$ cat src/rtl/instr_encoder_pkg.sv
// Shared RV32I encoding constants: opcodes, funct3/funct7, operation classes and ALU funct codes.
// Purely declarative; no latency or backpressure of its own.
package instr_encoder_pkg;

  localparam int ALU_FUNCT_WIDTH = 4;

  typedef enum logic [1:0] {
    CLS_ALU_REG = 2'd0,
    CLS_ALU_IMM = 2'd1,
    CLS_LOAD    = 2'd2,
    CLS_STORE   = 2'd3
  } in_class_e;

  // ALU funct codes as driven by the core's decoder; 10..15 are undefined.
  localparam logic [ALU_FUNCT_WIDTH-1:0] FN_ADD  = 4'd0;
  localparam logic [ALU_FUNCT_WIDTH-1:0] FN_SUB  = 4'd1;
  localparam logic [ALU_FUNCT_WIDTH-1:0] FN_SLL  = 4'd2;
  localparam logic [ALU_FUNCT_WIDTH-1:0] FN_SLT  = 4'd3;
  localparam logic [ALU_FUNCT_WIDTH-1:0] FN_SLTU = 4'd4;
  localparam logic [ALU_FUNCT_WIDTH-1:0] FN_XOR  = 4'd5;
  localparam logic [ALU_FUNCT_WIDTH-1:0] FN_SRL  = 4'd6;
  localparam logic [ALU_FUNCT_WIDTH-1:0] FN_SRA  = 4'd7;
  localparam logic [ALU_FUNCT_WIDTH-1:0] FN_OR   = 4'd8;
  localparam logic [ALU_FUNCT_WIDTH-1:0] FN_AND  = 4'd9;

  localparam logic [6:0] OP_ALU_REG = 7'b0110011;
  localparam logic [6:0] OP_ALU_IMM = 7'b0010011;
  localparam logic [6:0] OP_LOAD    = 7'b0000011;
  localparam logic [6:0] OP_STORE   = 7'b0100011;

  localparam logic [2:0] F3_ADD_SUB = 3'b000;
  localparam logic [2:0] F3_SLL     = 3'b001;
  localparam logic [2:0] F3_SLT     = 3'b010;
  localparam logic [2:0] F3_SLTU    = 3'b011;
  localparam logic [2:0] F3_XOR     = 3'b100;
  localparam logic [2:0] F3_SRL_SRA = 3'b101;
  localparam logic [2:0] F3_OR      = 3'b110;
  localparam logic [2:0] F3_AND     = 3'b111;
  localparam logic [2:0] F3_WORD    = 3'b010;

  localparam logic [6:0] F7_BASE = 7'b0000000;
  localparam logic [6:0] F7_ALT  = 7'b0100000;

  localparam logic [31:0] NOP_INSTR = 32'h0000_0013;

  // Which immediate format a class/funct pair uses; drives the range check.
  typedef enum logic [1:0] {
    IMM_NONE  = 2'd0,
    IMM_12    = 2'd1,
    IMM_SHIFT = 2'd2
  } imm_kind_e;

  function automatic logic is_shift_funct(input logic [ALU_FUNCT_WIDTH-1:0] fn);
    return (fn == FN_SLL) || (fn == FN_SRL) || (fn == FN_SRA);
  endfunction

endpackage

$ cat src/rtl/instr_encoder_if.sv
// Field-bundle input channel and instruction-word output channel, both valid/ready.
// The encoder uses the slave modport; the producer/consumer side uses master.
interface instr_encoder_if #(
  parameter int N = 32
);
  import instr_encoder_pkg::*;

  logic                       in_valid;
  logic                       in_ready;
  in_class_e                  in_class;
  logic [ALU_FUNCT_WIDTH-1:0] in_alu_funct;
  logic [4:0]                 in_rs1;
  logic [4:0]                 in_rs2;
  logic [4:0]                 in_rd;
  logic [N-1:0]               in_immed;

  logic                       out_valid;
  logic                       out_ready;
  logic [31:0]                out_instr;
  logic [N-1:0]               out_addr;

  modport master (
    output in_valid, in_class, in_alu_funct, in_rs1, in_rs2, in_rd, in_immed, out_ready,
    input  in_ready, out_valid, out_instr, out_addr
  );

  modport slave (
    input  in_valid, in_class, in_alu_funct, in_rs1, in_rs2, in_rd, in_immed, out_ready,
    output in_ready, out_valid, out_instr, out_addr
  );

endinterface

$ cat src/rtl/instr_encoder_field_pack.sv
// Combinational field packer: class/funct/regs/immediate -> RV32I word plus illegal and range flags.
// Zero latency, no state; INSTR_ENCODER_RANGE_CHECK_EN enables the immediate range flag.
module instr_field_pack
  import instr_encoder_pkg::*;
#(
  parameter int N = 32
) (
  input  in_class_e                  cls,
  input  logic [ALU_FUNCT_WIDTH-1:0] funct,
  input  logic [4:0]                 rs1,
  input  logic [4:0]                 rs2,
  input  logic [4:0]                 rd,
  input  logic [N-1:0]               immed,
  output logic [31:0]                instr,
  output logic                       illegal,
  output logic                       range_bad
);

  logic [2:0] f3;
  logic [6:0] f7;
  logic       funct_ok;
  logic       shift_op;
  imm_kind_e  imm_kind;

  always_comb begin
    f3       = F3_ADD_SUB;
    f7       = F7_BASE;
    funct_ok = 1'b1;
    case (funct)
      FN_ADD:  f3 = F3_ADD_SUB;
      FN_SUB:  f7 = F7_ALT;
      FN_SLL:  f3 = F3_SLL;
      FN_SLT:  f3 = F3_SLT;
      FN_SLTU: f3 = F3_SLTU;
      FN_XOR:  f3 = F3_XOR;
      FN_SRL:  f3 = F3_SRL_SRA;
      FN_SRA:  begin f3 = F3_SRL_SRA; f7 = F7_ALT; end
      FN_OR:   f3 = F3_OR;
      FN_AND:  f3 = F3_AND;
      default: funct_ok = 1'b0;
    endcase
  end

  assign shift_op = is_shift_funct(funct);

  // Illegal bundles collapse to a NOP so the program image keeps its layout.
  always_comb begin
    instr    = NOP_INSTR;
    illegal  = 1'b0;
    imm_kind = IMM_NONE;
    case (cls)
      CLS_ALU_REG: begin
        if (!funct_ok) illegal = 1'b1;
        else           instr   = {f7, rs2, rs1, f3, rd, OP_ALU_REG};
      end
      CLS_ALU_IMM: begin
        if (!funct_ok || funct == FN_SUB) begin
          illegal = 1'b1;
        end else if (shift_op) begin
          instr    = {f7, immed[4:0], rs1, f3, rd, OP_ALU_IMM};
          imm_kind = IMM_SHIFT;
        end else begin
          instr    = {immed[11:0], rs1, f3, rd, OP_ALU_IMM};
          imm_kind = IMM_12;
        end
      end
      CLS_LOAD: begin
        instr    = {immed[11:0], rs1, F3_WORD, rd, OP_LOAD};
        imm_kind = IMM_12;
      end
      CLS_STORE: begin
        instr    = {immed[11:5], rs2, rs1, F3_WORD, immed[4:0], OP_STORE};
        imm_kind = IMM_12;
      end
      default: illegal = 1'b1;
    endcase
  end

`ifdef INSTR_ENCODER_RANGE_CHECK_EN
  localparam logic signed [N-1:0] IMM12_MIN = N'(-2048);
  localparam logic signed [N-1:0] IMM12_MAX = N'(2047);
  localparam logic signed [N-1:0] SHAMT_MAX = N'(31);

  always_comb begin
    range_bad = 1'b0;
    case (imm_kind)
      IMM_12:    range_bad = ($signed(immed) < IMM12_MIN) || ($signed(immed) > IMM12_MAX);
      IMM_SHIFT: range_bad = ($signed(immed) < 0) || ($signed(immed) > SHAMT_MAX);
      default:   range_bad = 1'b0;
    endcase
  end
`else
  logic unused_imm;
  assign unused_imm = ^{immed[N-1:12], imm_kind};
  assign range_bad  = 1'b0;
`endif

endmodule

$ cat src/rtl/instr_encoder.sv
// RV32I instruction encoder: field bundle in, packed word plus word-aligned imem address out.
// 1-cycle latency, full throughput; in_ready = !out_valid || out_ready. Macro: INSTR_ENCODER_RANGE_CHECK_EN.
module instr_encoder
  import instr_encoder_pkg::*;
#(
  parameter int N     = 32,
  parameter int DEPTH = 256
) (
  input  logic              clk,
  input  logic              rst_n,
  instr_encoder_if.slave    bus,
  output logic              illegal_err,
  output logic              range_err,
  input  logic              clear_err,
  input  logic              addr_rst
);

  localparam logic [N-1:0] ADDR_LAST = N'(4 * (DEPTH - 1));
  localparam logic [N-1:0] ADDR_STEP = N'(4);

  logic [31:0]  pack_instr;
  logic         pack_illegal;
  logic         pack_range;
  logic         take;
  logic         give;
  logic         out_valid_q;
  logic [31:0]  out_instr_q;
  logic [N-1:0] addr_q;

  assign bus.in_ready  = !out_valid_q || bus.out_ready;
  assign take          = bus.in_valid && bus.in_ready;
  assign give          = out_valid_q && bus.out_ready;
  assign bus.out_valid = out_valid_q;
  assign bus.out_instr = out_instr_q;
  assign bus.out_addr  = addr_q;

  instr_field_pack #(.N(N)) u_pack (
    .cls       (bus.in_class),
    .funct     (bus.in_alu_funct),
    .rs1       (bus.in_rs1),
    .rs2       (bus.in_rs2),
    .rd        (bus.in_rd),
    .immed     (bus.in_immed),
    .instr     (pack_instr),
    .illegal   (pack_illegal),
    .range_bad (pack_range)
  );

  always_ff @(posedge clk or negedge rst_n) begin
    if (!rst_n) begin
      out_valid_q <= 1'b0;
      out_instr_q <= NOP_INSTR;
    end else if (take) begin
      out_valid_q <= 1'b1;
      out_instr_q <= pack_instr;
    end else if (give) begin
      out_valid_q <= 1'b0;
    end
  end

  // addr_q is the address of the word currently held; it moves only when that word leaves.
  always_ff @(posedge clk or negedge rst_n) begin
    if (!rst_n) begin
      addr_q <= '0;
    end else if (addr_rst) begin
      addr_q <= '0;
    end else if (give) begin
      addr_q <= (addr_q == ADDR_LAST) ? '0 : addr_q + ADDR_STEP;
    end
  end

  // A fresh error outranks a simultaneous clear.
  always_ff @(posedge clk or negedge rst_n) begin
    if (!rst_n) begin
      illegal_err <= 1'b0;
      range_err   <= 1'b0;
    end else begin
      illegal_err <= (take && pack_illegal) || (illegal_err && !clear_err);
      range_err   <= (take && pack_range)   || (range_err   && !clear_err);
    end
  end

endmodule

$ cat src/flat_wrapper.sv
// flat-port wrapper written by rule: the top's interface ports become plain ports
module instr_encoder_flat import instr_encoder_pkg::*;
#(
  parameter int N     = 32,
  parameter int DEPTH = 256
)
  (clk, rst_n, illegal_err, range_err, clear_err, addr_rst, bus_in_valid, bus_in_class, bus_in_alu_funct, bus_in_rs1, bus_in_rs2, bus_in_rd, bus_in_immed, bus_out_ready, bus_in_ready, bus_out_valid, bus_out_instr, bus_out_addr);
  instr_encoder_if #(.N(N)) bus_i ();
  input  logic clk;
  input  logic rst_n;
  output logic illegal_err;
  output logic range_err;
  input  logic clear_err;
  input  logic addr_rst;
  input wire logic [$bits(bus_i.in_valid)-1:0] bus_in_valid;
  input wire logic [$bits(bus_i.in_class)-1:0] bus_in_class;
  input wire logic [$bits(bus_i.in_alu_funct)-1:0] bus_in_alu_funct;
  input wire logic [$bits(bus_i.in_rs1)-1:0] bus_in_rs1;
  input wire logic [$bits(bus_i.in_rs2)-1:0] bus_in_rs2;
  input wire logic [$bits(bus_i.in_rd)-1:0] bus_in_rd;
  input wire logic [$bits(bus_i.in_immed)-1:0] bus_in_immed;
  input wire logic [$bits(bus_i.out_ready)-1:0] bus_out_ready;
  output wire logic [$bits(bus_i.in_ready)-1:0] bus_in_ready;
  output wire logic [$bits(bus_i.out_valid)-1:0] bus_out_valid;
  output wire logic [$bits(bus_i.out_instr)-1:0] bus_out_instr;
  output wire logic [$bits(bus_i.out_addr)-1:0] bus_out_addr;
  assign bus_i.in_valid = bus_in_valid;
  assign bus_i.in_class = bus_in_class;
  assign bus_i.in_alu_funct = bus_in_alu_funct;
  assign bus_i.in_rs1 = bus_in_rs1;
  assign bus_i.in_rs2 = bus_in_rs2;
  assign bus_i.in_rd = bus_in_rd;
  assign bus_i.in_immed = bus_in_immed;
  assign bus_i.out_ready = bus_out_ready;
  assign bus_in_ready = bus_i.in_ready;
  assign bus_out_valid = bus_i.out_valid;
  assign bus_out_instr = bus_i.out_instr;
  assign bus_out_addr = bus_i.out_addr;
  instr_encoder #(.N(N), .DEPTH(DEPTH)) u_core (.clk(clk), .rst_n(rst_n), .bus(bus_i), .illegal_err(illegal_err), .range_err(range_err), .clear_err(clear_err), .addr_rst(addr_rst));
endmodule
$ cat config.mk
export PLATFORM = sky130hd
export DESIGN_NAME = instr_encoder_flat
export DESIGN_NICKNAME = d
export VERILOG_FILES = /design/src/rtl/instr_encoder_pkg.sv /design/src/rtl/instr_encoder_if.sv /design/src/rtl/instr_encoder_field_pack.sv /design/src/rtl/instr_encoder.sv /design/src/flat_wrapper.sv
export SDC_FILE = /design/constraint.sdc
export NUM_CORES = 1
export LEC_CHECK = 0
export BUFFER_PORTS_ARGS = -buffer_cell sky130_fd_sc_hd__buf_2
export CAP_MARGIN = 20
export CORE_MARGIN = 8
export CORE_UTILIZATION = 54
export CTS_BUF_LIST = sky130_fd_sc_hd__clkbuf_4 sky130_fd_sc_hd__clkbuf_8
export CTS_CLUSTER_DIAMETER = 150
export DETAILED_ROUTE_END_ITERATION = 16
export GPL_TIMING_DRIVEN = 0
export HOLD_SLACK_MARGIN = 0.02
export PLACE_DENSITY = 0.95
export SLEW_MARGIN = 25
export SYNTH_ARGS = -nofsm -noshare
export SYNTH_HDL_FRONTEND = slang
export SYNTH_SLANG_ARGS = --single-unit
$ cat constraint.sdc
create_clock -name clk -period 2.8 [get_ports clk]
set_input_delay 0.14 -clock clk [delete_from_list [all_inputs] [get_ports clk]]
set_output_delay 0.14 -clock clk [all_outputs]
set_load 0.1 [all_outputs]
# [Yosys cells after proc, flatten, opt, wreduce, memory -nomap -nowiden]
# Index checks and enable logic that the tools add are counted.
[word_totals] regBits=67
[classes] add_sub_neg=1 n_eq_ne=13 mux=15 n_reduce_logical=20
[ops] cell="$mux W32" count=6
[ops] cell="$pmux W32 S4" count=1
[ops] cell="$add A32 B3 Y32 const B" count=1
[ops] cell="$eq A32 B10 Y1 const B" count=1
[ops] cell="$pmux W3 S7" count=1
[ops] cell="$eq A4 B3 Y1 const B" count=4
[ops] cell="$reduce_or A10 Y1" count=1
[ops] cell="$eq A4 B2 Y1 const B" count=2
[ops] cell="$eq A4 B4 Y1 const B" count=2
[ops] cell="$mux W6" count=1
[ops] cell="$logic_and A1 B1 Y1" count=5
[ops] cell="$logic_or A1 B1 Y1" count=5
[ops] cell="$mux W1" count=5
[ops] cell="$eq A2 B2 Y1 const B" count=2
[ops] cell="$eq A4 B1 Y1 const B" count=1
[ops] cell="$logic_not A4 Y1" count=1
[ops] cell="$reduce_bool A2 Y1" count=2
[ops] cell="$reduce_or A2 Y1" count=2
[ops] cell="$logic_not A1 Y1" count=3
[ops] cell="$eq A2 B1 Y1 const B" count=1
[ops] cell="$logic_not A2 Y1" count=1
[ops] cell="$pmux W1 S2" count=1

# [Longest topological paths before layout]
# Gate-level depths: netlist (run 1).
[depth] ltp_word=9 depth_mapped=7

# [Cells and area by module]
# A second synthesis (run 1) with hierarchy kept.
[unflattened] hier_cells=367 area_unflattened_um2=3643.5
[by_module_without_submodules] module="instr_encoder" instances=1 cells_each=278 area_per_inst_um2=3060.4 seq_area_each_um2=1630.3
[by_module_without_submodules] module="instr_field_pack" instances=1 cells_each=89 area_per_inst_um2=583.1 seq_area_each_um2=0.0

# [Worst setup path after synthesis (run 1)]
# Ideal clock, no wire load.
[synth_path] path_kind="register -> register" startpoint="reg u_core.out_valid_q (netlist: u_core.bus.out_valid)" endpoint="reg u_core.out_instr_q[10] (netlist: u_core.bus.out_instr[10])" setup_time_ps=126 t_arrival_ps=2837 required_ps=2674 setup_slack_ps=-163 stages_incl_launch_ff=6 n_path_buf=1 period_less_slack_ps=2963 path_cell_list="dfrtp_1 > nand2b_1 > and2_1 > clkbuf_1 > and3_1 > a221o_1"
[synth_via] elab_chain_len=3
[synth_lines] element="from (decl)" line_no="instr_encoder.sv:26" source="logic out_valid_q;"
[synth_lines] element="from (signal assigned)" line_no="instr_encoder.sv:51" source="out_valid_q <= 1'b0;"
[synth_lines] element="from (signal assigned)" line_no="instr_encoder.sv:54" source="out_valid_q <= 1'b1;"
[synth_lines] element="from (signal assigned)" line_no="instr_encoder.sv:57" source="out_valid_q <= 1'b0;"
[synth_lines] element="$logic_not A1 Y1" line_no="instr_encoder.sv:30" source="assign bus.in_ready = !out_valid_q || bus.out_ready;"
[synth_lines] element="$logic_or A1 B1 Y1" line_no="instr_encoder.sv:30"
[synth_lines] element="named net bus_in_ready" line_no="flat_wrapper.sv:23" source="output wire logic [$bits(bus_i.in_ready)-1:0] bus_in_ready;"
[synth_lines] element="$logic_and A1 B1 Y1" line_no="instr_encoder.sv:31" source="assign take = bus.in_valid && bus.in_ready;"
[synth_lines] element="to (signal assigned)" line_no="instr_encoder.sv:55" source="out_instr_q <= pack_instr;"
[synth_lines] element="to (decl)" line_no="instr_encoder.sv:27" source="logic [31:0] out_instr_q;"
# The timed path passes the listed nets, and every way through them passes these cells.
# A chain may end at the register's enable or synchronous reset.

# [Final worst setup path (run 1)]
[layout_path] startpoint="reg u_core.out_valid_q (netlist: u_core.bus.out_valid)" endpoint="reg u_core.addr_q[19] (netlist: u_core.bus.out_addr[19])"
[layout_via] elab_chain_len=2
[layout_lines] element="$logic_and A1 B1 Y1" line_no="instr_encoder.sv:32" source="assign give = out_valid_q && bus.out_ready;"
[layout_lines] element="$reduce_bool A2 Y1 (no source line)"
[layout_lines] element="to (signal assigned)" line_no="instr_encoder.sv:68" source="addr_q <= (addr_q == ADDR_LAST) ? '0 : addr_q + ADDR_STEP;"
[layout_lines] element="to (decl)" line_no="instr_encoder.sv:28" source="logic [N-1:0] addr_q;"
# No other way between the ends.

==> run summary, run 1 <==
status: complete, no violations
WP data required: 3.02 ns
met1 global-route usage: 24.2%
Final Hold Viols: 0
Clock transition at path regs: 0.07 ns
Chip Width: 93.1 µm
minimum clock period after layout: 2.11 ns
Num CTS Buffers: 9
Starting Density: 55.1%
fmax: 474 MHz
RSZ-0062 raised after global routing: false
maxcap violations: 0
PwrDens: 644 nW/µm²
DRT Pass-1 Iters: 6
number of global-route vias before repair: 3303
Nets: 524
Worst Path Arrival: 2.33 ns
met3 usage: 6.57%
setup_tns: 0 ns
largest net degree at the start of global routing: 61
grt total ovfl: 0
CTS H-tree lvls: 3
most frequent cells in the layout: 98 x buf_2, 59 x dfrtp_1, 44 x nor2_1
Post-Syn Area: 3210 µm²
max-slew violation count: 0
VDD IR-drop max: 0.443 mV
GPL Wtd Cong: 0.927
worst setup margin: 0.692 ns
CP bufs+invs: 0
n_diodes: 0
port buffer count: 97
most used routing layer: met2
yosys warns: 0
commonest non-fill, non-tap cell in the layout: buf_2
Die Area: 8660 µm²
CP max-delay cell: nor4_2
leakage power: 1.97 nW
Longest Clk Path Bufs: 2
Sink Count: 60
Post-Syn Instances: 344
GR Util met2: 35.6%
final setup vio count: 0
kind of critical path: flip-flop to flip-flop
period utilization: 75.3%
core area: 5820 µm²
Cell Rows: 28
Post-CTS Setup Bufs: 0
first-pass GRT wire length: 15.1 mm
Worst Skew: 0.00565 ns
average cell area after synthesis: 9.32 µm²
sequential fraction of the synthesis area: 46.9%
layout cells sized above 1: 29.9%
Layout Area Growth over Synthesis: 27.9%
Distinct cells, synth: 53
dpl ws: 0.782 ns
vias per inst: 5.83
Critical Path, Cell by Cell: a21oi_1 > nor4_2 > nand4_1 > xor2_1 > nor2_1
die height: 93.1 µm
drt first-iter violations: 157
Worst-Skew Late Latency: 0.33 ns
Crit path largest cell delay: 0.82 ns
Slew HR: 42.2%
measured slew at the worst slew-check pin: 0.861 ns
CTS root buffer: clkbuf_8
TritonCTS clock tree: done
worst hold path type: input pin to flip-flop
ys flop type: dfrtp_1
CP delay by family, top: simple AND/OR/NAND/NOR gates
antenna violations before repair: 0
GRT Resource Usage Total: 21.3%
CP max FO: 9
drt drc: 0
DRT antenna net count: 0
Crit. End Element: flip-flop
crit path launch type: flip-flop
number of flops mapped to enable cells by yosys: 0
share of synthesized registers carrying an async set or reset: 100%
total length of routed wires: 9.02 mm
Synth Register Bits: 60
Final HPWL DP: 6.62 mm
via count: 3174
wire per inst: 16.6 µm
top-level port count: 127
-- per-stage QoR --
| stage | instance area, µm² | utilization, % | total power [mW] | hold slack (ns) | std cells |
|---|---|---|---|---|---|
| floorplan | 3230 | - | 1.63 | -0.156 | 349 |
| global placement | 3810 | 65.5 | 1.79 | 0.313 | 521 |
| detailed placement | 3810 | 65.5 | 1.80 | 0.259 | 521 |
| CTS | 4100 | 70.5 | 2.65 | 0.0261 | 544 |
| global route | 4100 | 70.5 | 2.73 | 0.0312 | 544 |
| finish | 4100 | 70.5 | 2.64 | 0.0381 | 544 |
-- synthesized netlist by cell type (3+ instances only) --
| master | count | share of area (%) |
|---|---|---|
| buf_4 | 8 | 1.9 |
| a221o_1 | 5 | 1.6 |
| nor4_1 | 7 | 1.4 |
| o21ai_0 | 16 | 2.5 |
| nand3_1 | 12 | 1.9 |
| and4_1 | 3 | 0.82 |
| xnor2_1 | 7 | 1.9 |
| nand2_1 | 32 | 3.7 |
| xor2_1 | 11 | 3.0 |
| nor3_1 | 7 | 1.1 |
| and3_1 | 9 | 1.8 |
| nor2_1 | 44 | 5.2 |
| a22o_1 | 7 | 1.9 |
| inv_1 | 6 | 0.70 |
| clkbuf_1 | 11 | 1.3 |
| nand2b_1 | 6 | 1.2 |
| nor2b_1 | 5 | 0.98 |
| dfrtp_1 | 59 | 46 |
| a211oi_1 | 6 | 1.4 |
| o21a_1 | 3 | 0.70 |
| a221oi_1 | 5 | 1.4 |
| nand4_1 | 11 | 2.1 |
| and2_1 | 6 | 1.2 |
| a31oi_1 | 5 | 0.98 |
| a21oi_1 | 15 | 2.3 |
-- timing repair --
item / in CTS / in global routing
resized for setup: 0 / 0
endpoints found under the hold margin: 66 / 0
hold buffers: 7 / 0
-- final timing paths --
check                                              start  slack (ns)                       end  cells after the start
worst max-delay path                u_core.bus.out_valid        0.69   u_core.bus.out_addr[19]                      5
worst min-delay path                     bus_in_immed[7]        0.04  u_core.bus.out_instr[27]                      3
worst max register to register      u_core.bus.out_valid        0.69   u_core.bus.out_addr[19]                      5
worst min register to register  u_core.bus.out_instr[31]        0.49  u_core.bus.out_instr[31]                      2
max in group asynchronous                          rst_n        1.89   u_core.bus.out_addr[30]                      2
min in group asynchronous                          rst_n        0.41   u_core.bus.out_addr[17]                      2
-- cell type report --
type / instances / area, µm²
buffer: 23 / 128
clock buffer: 13 / 179
clock inverter: 3 / 42.5
fill: 460 / 1710
inverter: 6 / 22.5
multi-input combinational: 260 / 1580
sequential: 60 / 1500
tap: 75 / 93.8
timing repair buffer: 104 / 558
-- flip-flops by register name, summed over array words and instances, names as in the netlist --
name	cells
u_core.bus.out_addr	30
u_core.bus.out_instr	27
u_core.bus.out_valid	1
u_core.illegal_err	1
u_core.range_err	1
-- worst min-delay path, stage by stage --
cell and delay, ns:
buf_2 0.09, nand2_1 0.04, o21ai_0 0.06
-- logic make-up (layout without fill, tap and decap cells) --
logic type	Yosys count	count (layout)	synth area share, %
AOI/OAI and AO/OA	77	77	16.9
adders and majority gates	1	1	0.390
muxes	2	2	0.702
xor gates and xnor gates	18	18	4.92
other	2	7	0.234
buffers and inverters	29	149	4.68
DFF	60	60	46.9
and+or+nand+nor	155	155	25.4
-- routing by layer --
| metal | vias up | wire length (µm) |
|---|---|---|
| met1 | 1518 | 3630 |
| met3 | 23 | 722 |
| met4 | 0 | 245 |
| met2 | 156 | 4420 |
| li1 | 1477 | - |
| met5 | - | 0 |
-- where the power goes --
| part | switching [mW] | internal, mW | total (mW) |
|---|---|---|---|
| logic | 0.676 | 0.145 | 0.821 |
| clock network | 0.340 | 0.507 | 0.846 |
| registers | 0.0429 | 0.930 | 0.973 |
| total | 1.06 | 1.58 | 2.64 |
Note: power is estimated with default switching activity, not from simulation.
==> run 2: changes to the inputs <==
- ABC_AREA: unset -> 1
- CORE_UTILIZATION: 54 -> 47
- PLACE_DENSITY: 0.95 -> 0.89
- clock period: 2.8 -> 1.9 ns (I/O delays scaled with it)
==> run 2 against run 1 <==
  * Sequential power grew 47%
  * Cell count is 45% higher
  * Power is 56% higher
  * Via count up 30%
  * Core utilization down 8.5 points
  * Non-clock buffer count up 7
  * Clock skew grew 0.0093 ns
  * Fmax grew 23%
  * Sequential share of layout area shrank 4.6 points
  * Highest routed layer unchanged
  * Clock power rose by 74%
==> run summary, run 2 <==
Synth Area in Compound Gates: 10.5% (-6.4 points)
Worst Path Arrival: 1.95 ns (-0.38 ns)
sequential group share of total power: 34.7% (-2.1 points)
drt first-iter violations: 189 (+20%)
total length of routed wires: 12.0 mm (+33%)
Placement Cell Area: 4390 µm² (+15%)
VDD IR-drop max: 0.602 mV (+36%)
Sink Count: 60 (unchanged)
measured slew at the worst slew-check pin: 0.791 ns (-0.0694 ns)
Clock power frac: 35.7% (+3.6 points)
routed wl met3: 1.13 mm (+57%)
share of synthesized registers carrying an async set or reset: 100% (unchanged)
leakage power: 2.44 nW (+24%)
core area: 7690 µm² (+32%)
PwrDens: 863 nW/µm² (+34%)
Final Util: 62.0% (-8.5 points)
minimum clock period after layout: 1.71 ns (-0.394 ns)
wire per inst: 15.2 µm (-8.0%)
Cell Rows: 32 (+14%)
CTS H-tree lvls: 3 (unchanged)
leading area contributor after synthesis: dfrtp_1
Sw Pwr: 1.63 mW (+54%)
Chip Width: 105 µm (+13%)
sequential fraction of the synthesis area: 40.4% (-6.5 points)
commonest non-fill, non-tap cell in the layout: nand2_1
Post-Syn Area: 3720 µm² (+16%)
top-level port count: 127 (unchanged)
drt drc: 0 (unchanged)
Final HPWL DP: 8.75 mm (+32%)
adder-cell share of the synthesized area: 0.336% (-0.054 points)
crit path launch type: flip-flop
final setup vio count: 0 (unchanged)
max-slew violation count: 0 (unchanged)
grt total ovfl: 0 (unchanged)
mux contribution to synthesized area: 0% (-0.70 points)
RSZ-0062 raised after global routing: false
DRT antenna net count: 0 (unchanged)
most common cell in the netlist: nand2_1
period utilization: 90.2% (+15 points)
kind of critical path: flip-flop to flip-flop
Nets: 740 (+41%)
number of global-route vias before repair: 4224 (+28%)
Starting Density: 48.4% (-6.7 points)
WP data required: 2.14 ns (-0.88 ns)
Layout Area Growth over Synthesis: 28.0% (about the same)
Synth Register Bits: 60 (unchanged)
n_diodes: 0 (unchanged)
XOR/XNOR share of the synthesized area: 2.35% (-2.6 points)
Post-synth top cells: 157 x nand2_1, 93 x nor2_1, 72 x inv_1
layout cells sized above 1: 23.2% (-6.6 points)
first-pass GRT wire length: 19.8 mm (+31%)
Longest Clk Path Bufs: 2 (unchanged)
fmax: 583 MHz (+23%)
top-area cell type share of the netlist area: 39.7% (-6.4 points)
setup_tns: 0 ns (unchanged)
Largest register FFs: 30 (unchanged)
Worst Skew: 0.0150 ns (+0.00932 ns)
Pwr Total: 4.11 mW (+56%)
combinational power share: 29.6% (-1.5 points)
DRT Pass-1 Iters: 5 (-1)
GRT Resource Usage Total: 21.8% (+0.51 points)
Clock transition at path regs: 0.08 ns (about the same)
most frequent cells in the layout: 157 x nand2_1, 103 x buf_2, 93 x nor2_1
Die Area: 11000 µm² (+27%)
yosys warns: 0 (unchanged)
Pint: 2.48 mW (+57%)
Metal-1 WL: 4.85 mm (+33%)
WL met2: 5.72 mm (+29%)
ys flop type: dfrtp_1
Worst-Skew Late Latency: 0.36 ns (+0.03 ns)
Crit. End Element: flip-flop
Switching Fraction: 39.7% (-0.38 points)
number of flops mapped to enable cells by yosys: 0 (unchanged)
post_cts resized: 0 (unchanged)
fillers: 701 (+52%)
port buffer count: 98 (+1.0%)
Post-Synth Simple-Gate Area: 35.2% (+9.9 points)
design area: 4760 µm² (+16%)
average cell area after synthesis: 6.73 µm² (-28%)
die height: 105 µm (+13%)
Slew HR: 47.3% (+5.1 points)
Num CTS Buffers: 9 (unchanged)
CP max FO: 10 (+1)
Final Hold Viols: 0 (unchanged)
r2r setup slk: 0.19 ns (-0.51 ns)
TritonCTS clock tree: done
CTS root buffer: clkbuf_8
Post-Syn Instances: 553 (+61%)
via count: 4137 (+30%)
max layer used: met4
GPL Wtd Cong: 0.934 (+0.84%)
maxcap violations: 0 (unchanged)
status: complete, no violations
combinational family with the most area after synthesis: simple AND/OR/NAND/NOR gates
vias per inst: 5.26 (-9.9%)
antenna violations before repair: 0 (unchanged)
largest net degree at the start of global routing: 61 (unchanged)
top cells by area, synth: dfrtp_1 40%, nand2_1 16%, nor2_1 9.4%
Distinct cells, synth: 31 (-42%)
worst hold path type: input pin to flip-flop
## run 2: stage by stage
step	cells	setup WS, ns	hold WS, ns
after global routing	787	0.0683	0.0208
after CTS	787	0.178	0.0238
after floorplan	558	0.00114	-0.201
final	787	0.186	0.0313
after detailed placement	758	0.204	0.229
after global placement	758	0.225	0.269
## run 2: routing by layer
metal | global-route usage, % | vias up
li1 | - | 2000
met1 | 24.7 | 1909
met2 | 36.9 | 201
met3 | 6.82 | 27
met4 | 9.79 | 0
met5 | 0 | -
## run 2: cell type report
type                       count  area (µm²)  share of cell area, %
multi-input combinational    401        1830                   38.4
sequential                    60        1530                   32.0
timing repair buffer         111         623                   13.1
inverter                      74         278                   5.83
clock buffer                  10         138                   2.89
buffer                        23         133                   2.78
tap                          102         128                   2.68
clock inverter                 6         111                   2.34
## run 2: logic make-up (layout without fill, tap and decap cells)
| kind of cell | count (synthesis) | count (layout) |
|---|---|---|
| buffers and inverters | 97 | 224 |
| other | 2 | 7 |
| DFF | 60 | 60 |
| AOI/OAI and AO/OA | 68 | 68 |
| xor gates and xnor gates | 10 | 10 |
| and+or+nand+nor | 315 | 315 |
| adders and majority gates | 1 | 1 |
## run 2: worst paths after layout
| check | startpoint | end | cells past startpoint |
|---|---|---|---|
| max | u_core.bus.out_addr[2] | u_core.bus.out_addr[11] | 9 |
| min in group asynchronous | rst_n | u_core.bus.out_addr[10] | 2 |
| min reg2reg | u_core.bus.out_instr[4] | u_core.bus.out_instr[4] | 2 |
| min | bus_in_immed[5] | u_core.bus.out_instr[25] | 3 |
| max reg2reg | u_core.bus.out_addr[2] | u_core.bus.out_addr[11] | 9 |
| max in group asynchronous | rst_n | u_core.bus.out_addr[2] | 2 |
## run 2: power by group through the flow
stage	combinational (mW)	sequential [mW]	clock [mW]
2_1_floorplan	0.296	2.08	0
3_3_place_gp	1.17	1.44	0
3_5_place_dp	1.19	1.44	0
4_1_cts	1.21	1.42	1.47
5_1_grt	1.27	1.43	1.54
6_report	1.22	1.43	1.47
## run 2: critical path: stages (launching register included)
cell	delay [ns]
dfrtp_4	0.45
ha_1	0.21
nand2_2	0.08
nor2_4	0.17
nand2_1	0.08
nor2_2	0.13
nand2_2	0.09
o21ai_4	0.18
buf_6	0.17
nor2_1	0.05
## run 2: repair_timing
item | CTS | global route
hold endpoints to repair | 72 | 0
buffers inserted | 0 | 0
hold buffers | 13 | 0
